--- config.mk ---
export PLATFORM = sky130hd
export DESIGN_NAME = heartbeat_framed
export DESIGN_NICKNAME = d
export VERILOG_FILES = /design/src/rtl/heartbeat_framed.sv
export SDC_FILE = /design/constraint.sdc
export NUM_CORES = 1
export LEC_CHECK = 0
export CAP_MARGIN = 10
export CORE_MARGIN = 5
export CORE_UTILIZATION = 45
export DETAILED_ROUTE_END_ITERATION = 8
export SETUP_SLACK_MARGIN = 0.15
export SLEW_MARGIN = 20
export SYNTH_ARGS = -nofsm -noshare
export SYNTH_HDL_FRONTEND = slang
export SYNTH_SLANG_ARGS = --single-unit
--- constraint.sdc ---
create_clock -name clk -period 6.5 [get_ports clk]
set_input_delay 0.975 -clock clk [delete_from_list [all_inputs] [get_ports clk]]
set_output_delay 0.975 -clock clk [all_outputs]
set_load 0.05 [all_outputs]
--- src/rtl/heartbeat_framed.sv ---
// heartbeat_framed: Manchester-encoded liveness beacon.
// Every frame carries a fixed preamble, a snapshot of a free-running frame
// counter (MSB first) and an optional even-parity bit, followed by a quiet gap.
// All outputs are registered. The output for each cycle is decoded from the
// position the sequencer is about to enter.
module heartbeat_framed #(
    parameter int unsigned COUNT_W    = 8,
    parameter int unsigned PREAMBLE_W = 8,
    parameter logic [31:0] PREAMBLE   = 32'h0000_00D5,
    parameter int unsigned PARITY_EN  = 1,
    parameter int unsigned IDLE_BITS  = 4,
    parameter int unsigned HALF_DIV   = 1
) (
    input  logic               clk,
    input  logic               rst,
    input  logic               ena,
    output logic               signal,
    output logic               frame_start,
    output logic               busy,
    output logic [COUNT_W-1:0] count
);

    localparam int unsigned MAXB = (PREAMBLE_W > COUNT_W)
                                 ? ((PREAMBLE_W > IDLE_BITS) ? PREAMBLE_W : IDLE_BITS)
                                 : ((COUNT_W > IDLE_BITS) ? COUNT_W : IDLE_BITS);
    localparam int unsigned BW = (MAXB > 1) ? $clog2(MAXB) : 1;
    localparam int unsigned DW = (HALF_DIV > 1) ? $clog2(HALF_DIV) : 1;
    localparam logic [PREAMBLE_W-1:0] PRE_PAT  = PREAMBLE[PREAMBLE_W-1:0];
    localparam logic [DW-1:0]         DIV_LAST = DW'(HALF_DIV - 1);

    typedef enum logic [2:0] {
        S_IDLE,
        S_PRE,
        S_DATA,
        S_PAR,
        S_GAP
    } state_t;

    state_t                state_q, state_d;
    logic [BW-1:0]         bit_q, bit_d;
    logic                  half_q, half_d;
    logic [DW-1:0]         div_q, div_d;
    logic [PREAMBLE_W-1:0] pre_q, pre_d;
    logic [COUNT_W-1:0]    pay_q, pay_d;
    logic                  par_q, par_d;
    logic [COUNT_W-1:0]    count_q, count_d;
    logic                  signal_q, signal_d;
    logic                  frame_start_q, frame_start_d;
    logic                  busy_q, busy_d;
    logic [BW-1:0]         last_bit;
    logic                  start_frame;

    // Next position in the frame, shift-register updates and output decode.
    // Preamble and payload shift left at each bit boundary, so the MSB of the
    // next-state register is always the bit being entered.
    always_comb begin
        state_d       = state_q;
        bit_d         = bit_q;
        half_d        = half_q;
        div_d         = div_q;
        pre_d         = pre_q;
        pay_d         = pay_q;
        par_d         = par_q;
        count_d       = count_q;
        frame_start_d = 1'b0;
        start_frame   = 1'b0;
        signal_d      = 1'b0;

        case (state_q)
            S_PRE:   last_bit = BW'(PREAMBLE_W - 1);
            S_DATA:  last_bit = BW'(COUNT_W - 1);
            S_GAP:   last_bit = BW'(IDLE_BITS - 1);
            default: last_bit = '0;
        endcase

        if (state_q == S_IDLE) begin
            start_frame = ena;
        end else if (div_q != DIV_LAST) begin
            div_d = div_q + DW'(1);
        end else begin
            div_d = '0;
            if (!half_q) begin
                half_d = 1'b1;
            end else begin
                half_d = 1'b0;
                if (bit_q != last_bit) begin
                    bit_d = bit_q + BW'(1);
                    if (state_q == S_PRE)  pre_d = pre_q << 1;
                    if (state_q == S_DATA) pay_d = pay_q << 1;
                end else begin
                    bit_d = '0;
                    case (state_q)
                        S_PRE:  state_d = S_DATA;
                        S_DATA: begin
                            if (PARITY_EN != 0) begin
                                state_d = S_PAR;
                            end else begin
                                state_d = S_GAP;
                                count_d = count_q + COUNT_W'(1);
                            end
                        end
                        S_PAR: begin
                            state_d = S_GAP;
                            count_d = count_q + COUNT_W'(1);
                        end
                        S_GAP: begin
                            if (ena) start_frame = 1'b1;
                            else     state_d     = S_IDLE;
                        end
                        default: state_d = S_IDLE;
                    endcase
                end
            end
        end

        if (start_frame) begin
            state_d       = S_PRE;
            bit_d         = '0;
            half_d        = 1'b0;
            div_d         = '0;
            pre_d         = PRE_PAT;
            pay_d         = count_q;
            par_d         = ^count_q;
            frame_start_d = 1'b1;
        end

        case (state_d)
            S_PRE:   signal_d = pre_d[PREAMBLE_W-1] ^ half_d;
            S_DATA:  signal_d = pay_d[COUNT_W-1] ^ half_d;
            S_PAR:   signal_d = par_d ^ half_d;
            default: signal_d = 1'b0;
        endcase

        busy_d = (state_d != S_IDLE);
    end

    // State and registered outputs; synchronous reset aborts any frame.
    always_ff @(posedge clk) begin
        if (rst) begin
            state_q       <= S_IDLE;
            bit_q         <= '0;
            half_q        <= 1'b0;
            div_q         <= '0;
            pre_q         <= '0;
            pay_q         <= '0;
            par_q         <= 1'b0;
            count_q       <= '0;
            signal_q      <= 1'b0;
            frame_start_q <= 1'b0;
            busy_q        <= 1'b0;
        end else begin
            state_q       <= state_d;
            bit_q         <= bit_d;
            half_q        <= half_d;
            div_q         <= div_d;
            pre_q         <= pre_d;
            pay_q         <= pay_d;
            par_q         <= par_d;
            count_q       <= count_d;
            signal_q      <= signal_d;
            frame_start_q <= frame_start_d;
            busy_q        <= busy_d;
        end
    end

    assign signal      = signal_q;
    assign frame_start = frame_start_q;
    assign busy        = busy_q;
    assign count       = count_q;

endmodule

==> metrics, run 1 <==
worst-case vdd ir drop 0.000120 V; GRT Resource Usage Total 14.7%; Fmax 309 MHz; worst reg2reg path depth 7; Final ANT Viol Nets 0; slew margin rel. 34.1%; most common cell after layout, fill and taps aside dfxtp_1; Cell Area, Synth 1740 um2; final hold violation count 0; Final Max Tran Viols 0; clock skew 0.00659 ns; Fill cells 368; first drt pass iteration count 4; Yosys reg bits 35; syn_area_per_cell 9.08 um2; cts hold-fix bufs 0; CTS tree done; FF-to-FF setup slack 3.27 ns; count of final setup violators 0; starting DRC count in detailed routing 66; Cell Rows 22; share of flip-flops with an asynchronous set or reset 0%; CTS clk-pin slew, worst paths 0.07 ns; # nets final 210; share of the synthesized area in the top cell type 40.2%; die height 72.2 um; largest net degree at the start of global routing 29; Cell variety after synth 44; Hold/Removal Path Class reg -> reg; Synth warnings 0; Worst-Skew Late Latency 0.29 ns; status completed; Worst R2R End signal$_SDFF_PP0_; Crit. Startpoint state_q[0]$_SDFF_PP0_; Setup Buffers After CTS 0; TNS Setup 0 ns; area delta synth->final 13.9%; Mapped Cells 192; ys flop type dfxtp_1; Remaining DRCs 0; first-pass GRT wire length 6.01 mm; Post-Route WL 3.52 mm; post-synthesis sequential area ratio 40.2%; Core Area 3720 um2; RSZ-0062 raised after global routing no; Slew @ Worst Pin 0.986 ns; DR vias 1360; crit path launch type register; pre-CTS setup slack 3.33 ns; Critical Path Sink signal$_SDFF_PP0_; H-tree depth 2; count of max-cap constraint violations 0; CTS Buf Count 5; Root Driver clkbuf_8; Crit Path Max Fanout 15; drt via density 5.42; register area 701 um2; worst r2r src state_q[0]$_SDFF_PP0_; crit path DAT 3.42 ns; I/O pins 14; Multi-input gate area 978 um2; port bufs 13; Worst Path Required 6.69 ns; initial core utilization 46.9%; CP max stage delay 0.61 ns; Setup crit end kind register; Post-CTS Resized 0; WS Path Type reg -> reg; number of global-route vias before repair 1311; number of synthesized flops with an enable pin 0; DP Wirelength 2.47 mm; die area 5220 um2; total gr overflow 0; crit share post-route 49.7%; top post-synthesis cells by area dfxtp_1, mux2i_1, nor2_1; area leader, netlist dfxtp_1; Final GP Congestion 0.765; initial antenna violation count 0; syn_nets 200; CP cell instances nor3_1 > o31a_1 > nor4_4 > mux2_2 > mux2_1 > a311o_1 > a221oi_2; clock sink count 35; n_diodes 0; Worst Slack Setup Final 3.27 ns; Max Root-Sink Buffers 2; Routed WL per cell 14.0 um; Chip Width 72.2 um; share of layout cells above drive strength 1 7.39%; Leak 0.769 nW; Final Critical Period 3.23 ns; power per cell area 237 nW/um2; commonest non-fill, non-tap cells in the layout dfxtp_1, nor2_1, mux2i_1; Slowest-stage cell, CP dfxtp_1
## worst min path at each step
stage | start | end | slack (ns) | cells past startpoint
after detailed placement | pre_q[0]$_SDFFE_PP0P_ | pre_q[0]$_SDFFE_PP0P_ | 0.46 | 2
after CTS | pre_q[0]$_SDFFE_PP0P_ | pre_q[0]$_SDFFE_PP0P_ | 0.47 | 2
after floorplan | pre_q[0]$_SDFFE_PP0P_ | pre_q[0]$_SDFFE_PP0P_ | 0.44 | 2
final | pre_q[0]$_SDFFE_PP0P_ | pre_q[0]$_SDFFE_PP0P_ | 0.46 | 2
after global routing | pre_q[0]$_SDFFE_PP0P_ | pre_q[0]$_SDFFE_PP0P_ | 0.51 | 2
after global placement | pre_q[0]$_SDFFE_PP0P_ | pre_q[0]$_SDFFE_PP0P_ | 0.45 | 2
## power by group
| part | internal [mW] | switching (mW) | leakage, nW |
|---|---|---|---|
| logic | 0.0238 | 0.0386 | 0.433 |
| registers | 0.225 | 0.00826 | 0.286 |
| clock network | 0.0963 | 0.0783 | 0.0505 |
## synth_stat cells, drive strengths merged (3+ instances only)
library cell,n
dfxtp,35
nor2,32
mux2i,15
a21oi,12
nand2,9
clkbuf,8
a211oi,7
nor3,6
xnor2,6
xor2,6
ha,5
o21ai,5
mux2,4
nand2b,4
nand3,4
inv,3
nand4,3
## cell families after synthesis
| logic type | after synthesis | share of synthesized area [%] |
|---|---|---|
| adders and majority gates | 5 | 3.59 |
| DFF | 35 | 40.2 |
| buffers and inverters | 13 | 3.66 |
| xor gates and xnor gates | 12 | 6.03 |
| and+or+nand+nor | 73 | 21.4 |
| muxes | 19 | 11.4 |
| AOI/OAI and AO/OA | 35 | 13.7 |
## worst max-delay path: cells and delay by family (launching register included)
family,cells,cell delay (ns)
AO/OA/AOI/OAI,3,1.00
AND/OR/NAND/NOR,2,0.80
multiplexers,2,0.73
flip-flops,1,0.61
## area by class of cell
type / instances / share of cell area, %
multi-input combinational: 144 / 49.3
sequential: 35 / 35.3
timing repair buffer: 13 / 6.56
clock buffer: 7 / 4.85
tap: 48 / 3.03
inverter: 3 / 0.567
clock inverter: 1 / 0.378
## state kept, by name, indices dropped and copies added (netlist names)
name,count
bit_q,3
state_q,3
pay_q,8
par_q,1
pre_q,8
count,8
frame_start,1
half_q,1
busy,1
signal,1
## through the flow
step | power (mW) | hold slack, ns | cells | utilization, % | area [um2]
finish | 0.470 | 0.463 | 251 | 53.4 | 1980
global route | 0.493 | 0.507 | 251 | 53.4 | 1980
CTS | 0.474 | 0.465 | 251 | 53.4 | 1980
detailed placement | 0.300 | 0.456 | 243 | 50.6 | 1880
global placement | 0.298 | 0.445 | 243 | 50.6 | 1880
floorplan | 0.285 | 0.436 | 192 | - | 1740
## layer usage
layer	GRT usage, %	routed length (um)	up-vias
li1	-	-	701
met3	4.85	117	6
met5	0	0	-
met1	18.3	1730	636
met4	5.01	46	0
met2	23.9	1630	17
(Power assumes the default switching activity.)
==> run 2: changes to the inputs <==
PLACE_DENSITY = 0.67   (was not set)
clock period = 2.75 ns   (was 6.5 ns; I/O delays follow)
==> run 2 against run 1 <==
  * Fmax rose by 29%
  * Register-to-register slack got worse by 3.0 ns
  * Final area rose by 3.2%
  * Worst hold slack got worse by 0.0042 ns
  * First-iteration DRC count rose by 7.6%
  * Flip-flop and latch count did not move
  * Critical path depth did not move
  * Critical path type unchanged
  * Largest power group unchanged
==> metrics, run 2 (synthesis gave the netlist of run 1 again) <==
status completed; Post-Route WL 3.71 mm; # nets final 219; worst-case vdd ir drop 0.000332 V; crit path launch type register; Final ANT Viol Nets 0; power per cell area 518 nW/um2; Fin Hold WS 0.458 ns; CTS tree done; Final GP Congestion 0.908; first drt pass iteration count 4; die height 72.2 um; count of final setup violators 0; Fill cells 347; RSZ-0062 raised after global routing no; WS Path Type reg -> reg; Routed WL per cell 14.3 um; Setup Buffers After CTS 0; die area 5220 um2; register area 704 um2; port bufs 13; Final Max Tran Viols 0; Max Root-Sink Buffers 2; Top Family by Delay on Critical Path compound AO/OA/AOI/OAI gates; clock skew 0.00353 ns; slew margin rel. 65.1%; Crit Path Max Fanout 7; Setup crit end kind register; DP Wirelength 2.69 mm; crit path buf inv count 0; clock sink count 35; CP cell instances o21a_1 > o31a_1 > or4_4 > mux2_4 > nor3b_1 > a311o_1 > a221oi_2; TNS Setup 0 ns; final hold violation count 0; CTS clk-pin slew, worst paths 0.07 ns; Chip Width 72.2 um; Leak 0.812 nW; starting DRC count in detailed routing 71; H-tree depth 2; count of max-cap constraint violations 0; Worst Path Required 2.95 ns; Slew @ Worst Pin 0.520 ns; first-pass GRT wire length 6.29 mm; Fmax 399 MHz; share of layout cells above drive strength 1 12.7%; Worst-Skew Late Latency 0.28 ns; area delta synth->final 17.5%; Slowest-stage cell, CP or4_4; Hold/Removal Path Class reg -> reg; Final Critical Period 2.51 ns; drt via density 5.55; CP max stage delay 0.56 ns; commonest non-fill, non-tap cells in the layout nor2_1, dfxtp_1, mux2i_1; largest net degree at the start of global routing 19; Multi-input gate area 993 um2; CTS Buf Count 5; total gr overflow 0; initial core utilization 46.9%; crit share post-route 91.2%; I/O pins 14; initial antenna violation count 0; GRT Resource Usage Total 14.9%; n_diodes 0; Cell Rows 22; crit path DAT 2.70 ns; Remaining DRCs 0; Root Driver clkbuf_8; DR vias 1442; number of global-route vias before repair 1362; Core Area 3720 um2
==> run 2: changes by cell type in the layout (fill, tap and decap cells not counted), sizes merged <==
cell	before	now
clkinvlp	1	0
buf	0	9
clkinv	0	1
==> run 2: metal layers <==
metal / track usage, % / wire [um]
met5: 0 / 0
met4: 6.26 / 53
met3: 3.74 / 153
met2: 21.8 / 1710
met1: 20.7 / 1790
==> run 2: cell type report <==
class                           count  share of cell area, %
Clock inverter                      1                  0.244
Multi-Input combinational cell    144                   48.5
Timing Repair Buffer               22                   9.65
Sequential cell                    35                   34.4
Inverter                            3                  0.550
Clock buffer                        7                   3.73
Tap cell                           48                   2.93
==> run 2: per-stage QoR <==
stage          worst slack, ns  instance area [um2]  instances  utilization, %  total power [mW]
6_report                 0.241                 2050        260            55.1              1.06
5_1_grt                  0.143                 2050        260            55.1              1.12
4_1_cts                  0.189                 2030        260            54.7              1.07
3_5_place_dp             0.199                 1950        252            52.5             0.717
3_3_place_gp             0.297                 1950        252            52.5             0.711
2_1_floorplan            0.152                 1750        192               -             0.674
==> run 2: power by group <==
part           internal [mW]  leakage (nW)  switching (mW)
Sequential             0.531         0.287          0.0167
Clock                  0.178        0.0422           0.175
Combinational         0.0627         0.483          0.0970
==> run 2: worst reg2reg max path: cells and delay by family (launching register included) <==
kind | cells | cell delay (ns)
AO/OA/AOI/OAI | 4 | 1.04
AND/OR/NAND/NOR | 2 | 0.70
flip-flops | 1 | 0.36
multiplexers | 1 | 0.33
==> run 2: repair_timing <==
action	CTS	global route
endpoints found under the setup margin	0	17
resized for setup	0	5
hold buffers	0	0
==> run 2: final timing paths <==
path                              start                     to  slack [ns]  depth (start not counted)
hold reg to reg   pre_q[0]$_SDFFE_PP0P_  pre_q[0]$_SDFFE_PP0P_        0.46                          2
hold / removal    pre_q[0]$_SDFFE_PP0P_  pre_q[0]$_SDFFE_PP0P_        0.46                          2
setup reg to reg  state_q[1]$_SDFF_PP0_      signal$_SDFF_PP0_        0.24                          7
setup / recovery  state_q[1]$_SDFF_PP0_      signal$_SDFF_PP0_        0.24                          7
==> run 3: changes to the inputs <==
CORE_ASPECT_RATIO = 1.2   (was not set)
==> run 3 against run 2 <==
  * Clock skew grew 0.0043 ns
  * Core utilization grew 0.54 points
  * Sequential power is essentially flat
  * Global-route usage grew 0.95 points
  * Sequential share of layout area shrank 0.13 points
  * Wire length shrank 1.7%
  * Critical endpoint unchanged
  * Largest power group unchanged
  * Highest routed layer unchanged
==> metrics, run 3 (synthesis gave the netlist of run 1 again) <==
Final ANT Viol Nets 0; CTS Buf Count 5; Worst Path Required 2.95 ns; Slowest-stage cell, CP or4_4; GRT Resource Usage Total 15.9%; Chip Width 66.8 um; # nets final 219; Worst Hold Depth 2; Worst-Skew Late Latency 0.28 ns; share of layout cells above drive strength 1 13.2%; sequential power share 51.3%; commonest non-fill, non-tap cells in the layout nor2_1, dfxtp_1, mux2i_1; Final Max Tran Viols 0; clock share of power 33.7%; CTS tree done; worst reg2reg path depth 7; Cell Rows 24; Util after Layout 55.7%; Crit Path Max Fanout 7; crit path launch type register; Post-Route WL 3.65 mm; CP cell instances and2_1 > o31a_1 > or4_4 > mux2_4 > nor3b_1 > a311o_1 > a221oi_2; CP max stage delay 0.56 ns; DP Wirelength 2.70 mm; WS Path Type reg -> reg; Int Pwr 0.771 mW; pre-CTS setup slack 0.197 ns; drt via density 5.46; I/O pins 14; area delta synth->final 17.9%; Crit path depth 7; final hold violation count 0; clock skew 0.00784 ns; die area 5220 um2; first drt pass iteration count 4; count of final setup violators 0; Final GP Congestion 0.864; number of global-route vias before repair 1414; slew margin rel. 66.2%; die height 78.2 um; first-pass GRT wire length 6.43 mm; crit path DAT 2.69 ns; Fmax 402 MHz; H-tree depth 2; Final Critical Period 2.49 ns; RSZ-0062 raised after global routing no; status completed; Slew @ Worst Pin 0.505 ns; Leak 0.809 nW; Max Root-Sink Buffers 2; Routed WL per cell 13.8 um; Gate power share 15.0%; starting DRC count in detailed routing 51; Remaining DRCs 0; TNS Setup 0 ns; Top Family by Delay on Critical Path simple AND/OR/NAND/NOR gates; power per cell area 518 nW/um2; port bufs 13; Core Area 3690 um2; n_diodes 0; count of max-cap constraint violations 0; Worst Slack Setup Final 0.263 ns; Fin Hold WS 0.472 ns; Net Sw Power 0.295 mW; initial core utilization 47.2%; CTS clk-pin slew, worst paths 0.07 ns; crit path buf inv count 0; initial antenna violation count 0; Hold/Removal Path Class reg -> reg; Switching Share 27.7%; Setup crit end kind register; Final Cell Area 2060 um2; largest net degree at the start of global routing 18; worst-case vdd ir drop 0.000259 V; crit share post-route 90.4%; Setup Buffers After CTS 0; Root Driver clkbuf_8; total gr overflow 0; post-place instance area 1960 um2; clock sink count 35; DR vias 1441
[run 3: changes by cell type in the layout (fill, tap and decap cells not counted), sizes merged]
cell / before / now
clkinvlp: 0 / 1
clkbuf: 7 / 6
[run 3: through the flow]
step                total power [mW]  std cells
detailed placement             0.716        256
global route                    1.13        264
CTS                             1.08        264
floorplan                      0.674        192
finish                          1.07        264
global placement               0.711        256
[run 3: layout make-up]
type	count	area, um2
Timing Repair Buffer	22	198
Tap cell	52	65.1
Inverter	3	11.3
Clock inverter	2	12.5
Fill cell	344	1640
Clock buffer	6	72.6
Multi-Input combinational cell	144	992
Sequential cell	35	704
[run 3: power by group through the flow]
stage	sequential, mW	clock, mW	combinational [mW]
2_1_floorplan	0.571	0	0.103
3_3_place_gp	0.556	0	0.155
3_5_place_dp	0.557	0	0.159
4_1_cts	0.545	0.372	0.159
5_1_grt	0.550	0.403	0.176
6_report	0.547	0.360	0.159
[run 3: path summary, 6_finish.rpt]
check                             start                    end  slack [ns]
setup reg to reg  state_q[1]$_SDFF_PP0_      signal$_SDFF_PP0_        0.26
setup / recovery  state_q[1]$_SDFF_PP0_      signal$_SDFF_PP0_        0.26
hold / removal    pre_q[0]$_SDFFE_PP0P_  pre_q[0]$_SDFFE_PP0P_        0.47
hold reg to reg   pre_q[0]$_SDFFE_PP0P_  pre_q[0]$_SDFFE_PP0P_        0.47
[run 3: timing repair]
item                                    in CTS  in global routing
resized for setup                            0                  5
endpoints found under the setup margin       0                 15
hold buffers                                 0                  0
[run 3: worst reg2reg max path: stages (launching register included)]
cell and delay (ns):
dfxtp_2 0.36, and2_1 0.17, o31a_1 0.37, or4_4 0.56, mux2_4 0.32, nor3b_1 0.14, a311o_1 0.28, a221oi_2 0.21
[run 3: layer usage]
| layer | part of all wire (%) | up-vias | track usage (%) |
|---|---|---|---|
| li1 | - | 720 | - |
| met1 | 44 | 685 | 18.6 |
| met2 | 51 | 30 | 26.8 |
| met3 | 3.7 | 6 | 4.86 |
| met4 | 1.5 | 0 | 5.89 |
| met5 | 0 | - | 0 |
